`config.mk`:
```
export PLATFORM = sky130hd
export DESIGN_NAME = hilo_muldiv_flat
export DESIGN_NICKNAME = d
export VERILOG_FILES = /design/src/rtl/hilo_pkg.sv /design/src/rtl/hilo_muldiv_if.sv /design/src/rtl/muldiv_seq.sv /design/src/rtl/hilo_muldiv.sv /design/src/flat_wrapper.sv
export SDC_FILE = /design/constraint.sdc
export NUM_CORES = 1
export LEC_CHECK = 0
export ABC_CLOCK_PERIOD_IN_PS = 3900
export CORE_MARGIN = 4
export CORE_UTILIZATION = 48
export CTS_BUF_LIST = sky130_fd_sc_hd__clkbuf_16
export CTS_CLUSTER_SIZE = 25
export DETAILED_ROUTE_END_ITERATION = 7
export DONT_BUFFER_PORTS = 1
export SETUP_SLACK_MARGIN = 0.5
export SYNTH_ARGS = -nofsm -noshare
export SYNTH_HDL_FRONTEND = slang
export SYNTH_SLANG_ARGS = --single-unit
```
`constraint.sdc`:
```
create_clock -name clk -period 3.9 [get_ports clk]
set_clock_uncertainty 0.15 [all_clocks]
set_input_delay 0.585 -clock clk [delete_from_list [all_inputs] [get_ports clk]]
set_output_delay 0.585 -clock clk [all_outputs]
set_load 0.02 [all_outputs]
```
`src/rtl/hilo_pkg.sv`:
```
// Shared encodings for the HI/LO multiply/divide unit.
package hilo_pkg;

  localparam logic [1:0] OP_MULT  = 2'd0;
  localparam logic [1:0] OP_MULTU = 2'd1;
  localparam logic [1:0] OP_DIV   = 2'd2;
  localparam logic [1:0] OP_DIVU  = 2'd3;

  typedef enum logic [1:0] {
    IDLE = 2'd0,
    RUN  = 2'd1,
    FIX  = 2'd2
  } state_e;

endpackage

```
`src/rtl/hilo_muldiv_if.sv`:
```
// ID-stage facing port bundle of the HI/LO multiply/divide unit.
interface hilo_muldiv_if #(
  parameter int XLEN = 32
) ();
  logic            start;
  logic [1:0]      op;
  logic [XLEN-1:0] src_a;
  logic [XLEN-1:0] src_b;
  logic            HIWrite;
  logic            LOWrite;
  logic [XLEN-1:0] HI_in;
  logic [XLEN-1:0] LO_in;
  logic [XLEN-1:0] HI;
  logic [XLEN-1:0] LO;
  logic            busy;
  logic            done;
  logic            stall;

  modport master (
    output start, op, src_a, src_b, HIWrite, LOWrite, HI_in, LO_in,
    input  HI, LO, busy, done, stall
  );

  modport slave (
    input  start, op, src_a, src_b, HIWrite, LOWrite, HI_in, LO_in,
    output HI, LO, busy, done, stall
  );
endinterface

```
`src/rtl/muldiv_seq.sv`:
```
// Iterative datapath: shift-add multiply and restoring divide on magnitudes,
// one bit per run cycle, with sign fix-up applied combinationally in FIX.
module muldiv_seq
  import hilo_pkg::*;
#(
  parameter int XLEN = 32
) (
  input  logic            clk,
  input  logic            clr,
  input  logic            start,
  input  logic            run,
  input  logic [1:0]      op,
  input  logic [XLEN-1:0] src_a,
  input  logic [XLEN-1:0] src_b,
  output logic            last,
  output logic            res_valid,
  output logic [XLEN-1:0] res_hi,
  output logic [XLEN-1:0] res_lo
);
  localparam int CW = $clog2(XLEN + 1);

  logic [2*XLEN-1:0] acc_q, acc_d;
  logic [XLEN-1:0]   opnd_q, opnd_d;
  logic [CW-1:0]     cnt_q, cnt_d;
  logic              is_div_q, is_div_d;
  logic              neg_res_q, neg_res_d;
  logic              rem_neg_q, rem_neg_d;
  logic              res_valid_q, res_valid_d;

  logic              signed_op, div_op, a_neg, b_neg, div_zero;
  logic [XLEN-1:0]   a_abs, b_abs;
  logic [XLEN:0]     mul_sum, rem_sh, div_diff;
  logic [2*XLEN-1:0] mul_next, div_next, prod_fix;
  logic [XLEN-1:0]   quo_fix, rem_fix;

  assign last = (cnt_q == CW'(1));

  // Operand decode at accept: magnitudes and sign flags. A zero divisor keeps
  // the raw dividend and no sign flags, so the unsigned restoring loop yields
  // quotient all-ones and remainder equal to the dividend.
  always_comb begin
    signed_op = (op == OP_MULT) || (op == OP_DIV);
    div_op    = (op == OP_DIV) || (op == OP_DIVU);
    div_zero  = div_op && (src_b == '0);
    a_neg     = signed_op && src_a[XLEN-1] && !div_zero;
    b_neg     = signed_op && src_b[XLEN-1] && !div_zero;
    a_abs     = a_neg ? -src_a : src_a;
    b_abs     = b_neg ? -src_b : src_b;
  end

  // One iteration of each algorithm on the current accumulator.
  always_comb begin
    mul_sum  = {1'b0, acc_q[2*XLEN-1:XLEN]} + (acc_q[0] ? {1'b0, opnd_q} : '0);
    mul_next = {mul_sum, acc_q[XLEN-1:1]};
    rem_sh   = acc_q[2*XLEN-1:XLEN-1];
    div_diff = rem_sh - {1'b0, opnd_q};
    div_next = div_diff[XLEN] ? {rem_sh[XLEN-1:0], acc_q[XLEN-2:0], 1'b0}
                              : {div_diff[XLEN-1:0], acc_q[XLEN-2:0], 1'b1};
  end

  // Next-state for operand registers, accumulator and down-counter.
  always_comb begin
    acc_d       = acc_q;
    opnd_d      = opnd_q;
    cnt_d       = cnt_q;
    is_div_d    = is_div_q;
    neg_res_d   = neg_res_q;
    rem_neg_d   = rem_neg_q;
    res_valid_d = run && last;
    if (start) begin
      acc_d     = {{XLEN{1'b0}}, div_op ? a_abs : b_abs};
      opnd_d    = div_op ? b_abs : a_abs;
      cnt_d     = CW'(XLEN);
      is_div_d  = div_op;
      neg_res_d = a_neg ^ b_neg;
      rem_neg_d = div_op && a_neg;
    end else if (run) begin
      acc_d = is_div_q ? div_next : mul_next;
      cnt_d = cnt_q - CW'(1);
    end
  end

  // Datapath registers; clear drops any partial result.
  always_ff @(posedge clk) begin
    if (clr) begin
      acc_q       <= '0;
      opnd_q      <= '0;
      cnt_q       <= '0;
      is_div_q    <= 1'b0;
      neg_res_q   <= 1'b0;
      rem_neg_q   <= 1'b0;
      res_valid_q <= 1'b0;
    end else begin
      acc_q       <= acc_d;
      opnd_q      <= opnd_d;
      cnt_q       <= cnt_d;
      is_div_q    <= is_div_d;
      neg_res_q   <= neg_res_d;
      rem_neg_q   <= rem_neg_d;
      res_valid_q <= res_valid_d;
    end
  end

  // Sign fix-up of the finished accumulator.
  always_comb begin
    prod_fix = neg_res_q ? -acc_q : acc_q;
    quo_fix  = neg_res_q ? -acc_q[XLEN-1:0] : acc_q[XLEN-1:0];
    rem_fix  = rem_neg_q ? -acc_q[2*XLEN-1:XLEN] : acc_q[2*XLEN-1:XLEN];
    res_hi   = is_div_q ? rem_fix : prod_fix[2*XLEN-1:XLEN];
    res_lo   = is_div_q ? quo_fix : prod_fix[XLEN-1:0];
  end

  assign res_valid = res_valid_q;

endmodule

```
`src/rtl/hilo_muldiv.sv`:
```
// HI/LO register pair with iterative multiply/divide and direct MTHI/MTLO.
//
// state | meaning
// IDLE  | accepts start and direct HI/LO writes
// RUN   | XLEN iterations in the datapath
// FIX   | sign fix-up, done pulse, HI/LO commit at closing edge
module hilo_muldiv
  import hilo_pkg::*;
#(
  parameter int XLEN = 32
) (
  input logic           clk,
  input logic           CLR,
  hilo_muldiv_if.slave  bus
);
  state_e          state_q, state_d;
  logic [XLEN-1:0] hi_q, hi_d, lo_q, lo_d;
  logic            accept, run, busy, last, res_valid;
  logic [XLEN-1:0] res_hi, res_lo;

  assign accept = (state_q == IDLE) && bus.start;
  assign run    = (state_q == RUN);
  assign busy   = (state_q != IDLE);

  muldiv_seq #(.XLEN(XLEN)) u_seq (
    .clk       (clk),
    .clr       (CLR),
    .start     (accept),
    .run       (run),
    .op        (bus.op),
    .src_a     (bus.src_a),
    .src_b     (bus.src_b),
    .last      (last),
    .res_valid (res_valid),
    .res_hi    (res_hi),
    .res_lo    (res_lo)
  );

  // Sequencing: accept in IDLE, leave RUN on terminal count, FIX lasts one cycle.
  always_comb begin
    state_d = state_q;
    case (state_q)
      IDLE:    if (bus.start) state_d = RUN;
      RUN:     if (last) state_d = FIX;
      FIX:     state_d = IDLE;
      default: state_d = IDLE;
    endcase
  end

  // Direct writes only while idle; the computed result wins at FIX.
  always_comb begin
    hi_d = hi_q;
    lo_d = lo_q;
    if (state_q == IDLE && bus.HIWrite) hi_d = bus.HI_in;
    if (state_q == IDLE && bus.LOWrite) lo_d = bus.LO_in;
    if (res_valid) begin
      hi_d = res_hi;
      lo_d = res_lo;
    end
  end

  // State and HI/LO registers.
  always_ff @(posedge clk) begin
    if (CLR) begin
      state_q <= IDLE;
      hi_q    <= '0;
      lo_q    <= '0;
    end else begin
      state_q <= state_d;
      hi_q    <= hi_d;
      lo_q    <= lo_d;
    end
  end

  assign bus.HI    = hi_q;
  assign bus.LO    = lo_q;
  assign bus.busy  = busy;
  assign bus.done  = (state_q == FIX);
  assign bus.stall = busy;

endmodule

```
`src/flat_wrapper.sv`:
```
// flat-port wrapper written by rule: the top's interface ports become plain ports
module hilo_muldiv_flat import hilo_pkg::*;
#(
  parameter int XLEN = 32
)
  (clk, CLR, bus_start, bus_op, bus_src_a, bus_src_b, bus_HIWrite, bus_LOWrite, bus_HI_in, bus_LO_in, bus_HI, bus_LO, bus_busy, bus_done, bus_stall);
  hilo_muldiv_if #(.XLEN(XLEN)) bus_i ();
  input logic clk;
  input logic CLR;
  input wire logic [$bits(bus_i.start)-1:0] bus_start;
  input wire logic [$bits(bus_i.op)-1:0] bus_op;
  input wire logic [$bits(bus_i.src_a)-1:0] bus_src_a;
  input wire logic [$bits(bus_i.src_b)-1:0] bus_src_b;
  input wire logic [$bits(bus_i.HIWrite)-1:0] bus_HIWrite;
  input wire logic [$bits(bus_i.LOWrite)-1:0] bus_LOWrite;
  input wire logic [$bits(bus_i.HI_in)-1:0] bus_HI_in;
  input wire logic [$bits(bus_i.LO_in)-1:0] bus_LO_in;
  output wire logic [$bits(bus_i.HI)-1:0] bus_HI;
  output wire logic [$bits(bus_i.LO)-1:0] bus_LO;
  output wire logic [$bits(bus_i.busy)-1:0] bus_busy;
  output wire logic [$bits(bus_i.done)-1:0] bus_done;
  output wire logic [$bits(bus_i.stall)-1:0] bus_stall;
  assign bus_i.start = bus_start;
  assign bus_i.op = bus_op;
  assign bus_i.src_a = bus_src_a;
  assign bus_i.src_b = bus_src_b;
  assign bus_i.HIWrite = bus_HIWrite;
  assign bus_i.LOWrite = bus_LOWrite;
  assign bus_i.HI_in = bus_HI_in;
  assign bus_i.LO_in = bus_LO_in;
  assign bus_HI = bus_i.HI;
  assign bus_LO = bus_i.LO;
  assign bus_busy = bus_i.busy;
  assign bus_done = bus_i.done;
  assign bus_stall = bus_i.stall;
  hilo_muldiv #(.XLEN(XLEN)) u_core (.clk(clk), .CLR(CLR), .bus(bus_i));
endmodule
```
==> flow_metrics.tcl <==
set metrics [dict create \
    outcome "finished clean" \
    peakVddDrop_uv 315 \
    worst_pin_slew_ns 1.04 \
    ys_ff_latch 172 \
    finalCriticalPeriod_ns 3.47 \
    clk_latency_ns 0.45 \
    top_layer "met5" \
    grt_pass1_wl_um 78900 \
    startpoint_type "flop" \
    dieArea_mm2 0.0324 \
    yosysTopAreaCell "dfxtp_1" \
    synth_area_per_cell_um2 7.72 \
    setup_viol 0 \
    final_core_util_pct 56.2 \
    crit_fanout 7 \
    max_freq_mhz 288 \
    clk_path_buf_depth 2 \
    start_util_pct 49.1 \
    dp_hpwl_um 38700 \
    cts-htree-levels 4 \
    finalMaxSlewViolations 0 \
    rows 62 \
    fin_nets 2068 \
    drt.antenna.violating_nets 0 \
    grt_remaining_overflow 0 \
    syn2layout_area_growth_pct 14.5 \
    drt_drc_violations_left 0 \
    vias 14300 \
    drt-vias-per-instance 6.32 \
    cap_violations 0 \
    finalHoldViolations 0 \
    path_class "reg2reg" \
    wl_met2_um 21500 \
    fin_setup_tns_ns 0 \
    fin_crit_sh_pct 88.9 \
    min_path_cells 1 \
    hold_path.class "in2reg" \
    netlist_instances 1841 \
    worstPathArrival_ns 3.65 \
    io_buffers 0 \
    fillerInstances 2783 \
    reg2regPathDepth 15 \
    cts_hold_buffers 0 \
    synthDominantCellAreaShare_pct 24.2 \
    first_iter_violations 1470 \
    synthTopCellsByArea "dfxtp_1 (24%), a211oi_1 (7.3%), ha_1 (6.2%)" \
    dr.pass1.iters 5 \
    wirelength_um 51300 \
    num_io_pins 202 \
    leakagePower_uw 0.00620 \
    cts.sinks 172 \
    die_h_um 180 \
    yosysUniqueCellTypes 90 \
    end_kind "flop" \
    yosysMostFrequentCell "dfxtp_1" \
    diodes 0 \
    wl_per_cell_um 22.7 \
    cts_tree "done" \
    drive_above_1_share_pct 14.3 \
    rsz0062_at_grt "true" \
    dr_wl_met3_um 4950 \
    grt_max_degree 93 \
    synth_area_mm2 0.0142 \
    p_per_area_mw_per_mm2 392 \
    gp_congestion 1.00 \
    synth_fp_nets 2048 \
    required_ns 4.08 \
    core_area_mm2 0.0289 \
    synth_sequential_area_ratio_pct 24.2 \
    ys_warn_count 0 \
    die_x_um 180 \
    track_usage_pct 30.0 \
    yosys-top-cells-count "dfxtp_1 (172), nand2_1 (165), nor2_1 (145), a211oi_1 (139), a21oi_1 (126)" \
    slew_headroom_pct 30.4 \
    synth_edf_count 0 \
    antenna_found_initial 1 \
    grt_pass1_vias 13400 \
    cts_buffers 17 \
    async_reset_ff_share_pct 0 \
    m1WireLength_um 22900 \
    synth_flop_cell "dfxtp_1" \
    cts_root_buf "clkbuf_16" \
    cts.clk_slew.worst_paths_ns 0.09 \
]
per-stage QoR:
step                power, uW  cell area, um2  hold WS, ns  setup WS [ns]  cells
floorplan                3610           14200        0.282          0.511   1841
global placement         4200           15000        0.286          0.240   2197
detailed placement       4210           15000        0.294          0.141   2197
CTS                      6270           16000       0.0456          0.383   2249
global route             6650           16300       0.0425          0.331   2258
finish                   6380           16300       0.0626          0.433   2258
path summary, 6_finish.rpt:
kind | from | endpoint | slack [ns]
setup / recovery | u_core.u_seq.acc_q[31]$_SDFFE_PP0P_ | u_core.u_seq.acc_q[41]$_SDFFE_PP0P_ | 0.43
hold / removal | CLR | u_core.bus.LO[11]$_SDFFE_PP0P_ | 0.06
setup reg to reg | u_core.u_seq.acc_q[31]$_SDFFE_PP0P_ | u_core.u_seq.acc_q[41]$_SDFFE_PP0P_ | 0.43
hold reg to reg | u_core.u_seq.opnd_q[24]$_SDFFE_PP0P_ | u_core.u_seq.opnd_q[24]$_SDFFE_PP0P_ | 0.31
power by group:
part / total (uW) / leakage (uW) / switching (uW) / internal (uW)
clock network: 1850 / 0.000303 / 953 / 894
logic: 2440 / 0.00448 / 1390 / 1050
registers: 2100 / 0.00141 / 204 / 1890
total: 6380 / 0.00620 / 2540 / 3840
final cells by class:
| type | count | area [um2] | area share (%) |
|---|---|---|---|
| multi-input combinational | 1483 | 10400 | 64.0 |
| sequential | 172 | 3460 | 21.2 |
| tap | 384 | 480 | 2.95 |
| clock inverter | 15 | 209 | 1.28 |
| timing repair buffer | 121 | 1050 | 6.44 |
| clock buffer | 17 | 425 | 2.61 |
| inverter | 66 | 248 | 1.52 |
kinds of logic (layout without fill, tap and decap cells):
family / after synthesis / in the layout / synth area share [%]
multiplexers: 57 / 57 / 4.11
AO/OA/AOI/OAI: 628 / 628 / 30.2
AND/OR/NAND/NOR: 547 / 547 / 18.7
flip-flops: 172 / 172 / 24.2
buffers and inverters: 186 / 219 / 5.24
adder cells (fa/ha/maj): 72 / 72 / 6.44
XOR/XNOR: 179 / 179 / 11.0
sequential cells by signal, summed over array words and instances, names as in the netlist, 2 cells and up:
register and flops:
u_core.bus.HI 32, u_core.bus.LO 32, u_core.state_q 2, u_core.u_seq.acc_q 64
u_core.u_seq.cnt_q 6, u_core.u_seq.opnd_q 32
timing repair:
item / in CTS / in global routing
setup endpoints to repair: 43 / 51
pin swaps: 29 / 24
resized for setup: 45 / 53
cloned: 2 / 0
buffers inserted: 18 / 9
critical path, stage by stage (launching register included):
cell	delay [ns]
dfxtp_2	0.34
inv_2	0.05
ha_4	0.16
fa_2	0.35
nor2b_2	0.14
o211ai_1	0.14
a31oi_1	0.24
a21o_1	0.26
a21oi_4	0.09
a311o_2	0.42
nor2_4	0.22
buf_6	0.15
buf_12	0.13
nor2b_1	0.06
a311o_1	0.27
a32o_1	0.20
routing by layer:
layer	up-vias	track usage, %
met3	100	7.93
met2	652	44.4
met4	2	10.8
li1	6839	-
met1	6673	42.1
met5	-	0
cell usage in the layout, fill, tap and decap left out, types with 7 or more instances in the layout:
cell type / netlist / layout
o21ai_0: 113 / 108
ha_2: 0 / 8
nand4_1: 9 / 9
buf_4: 2 / 106
nand2b_1: 9 / 9
a21oi_1: 126 / 116
nand3_1: 26 / 26
mux2_4: 0 / 10
nor2_1: 145 / 139
o41ai_1: 13 / 13
a22oi_1: 7 / 7
nor4_1: 16 / 15
a311oi_1: 8 / 7
a211oi_1: 139 / 134
o221ai_1: 37 / 36
and3_1: 11 / 11
clkbuf_16: 0 / 17
o211ai_1: 34 / 34
a31oi_1: 20 / 20
nand2_1: 165 / 163
nor3_1: 39 / 38
or4_1: 9 / 7
a21o_1: 26 / 26
o31ai_1: 20 / 19
xor2_1: 97 / 97
o21bai_1: 8 / 7
xnor2_1: 82 / 82
a21oi_2: 2 / 10
or3_1: 9 / 9
dfxtp_1: 172 / 166
inv_1: 66 / 61
mux2i_1: 46 / 45
ha_1: 70 / 59
nor2b_1: 76 / 74
Note: power is estimated with default switching activity, not from simulation.
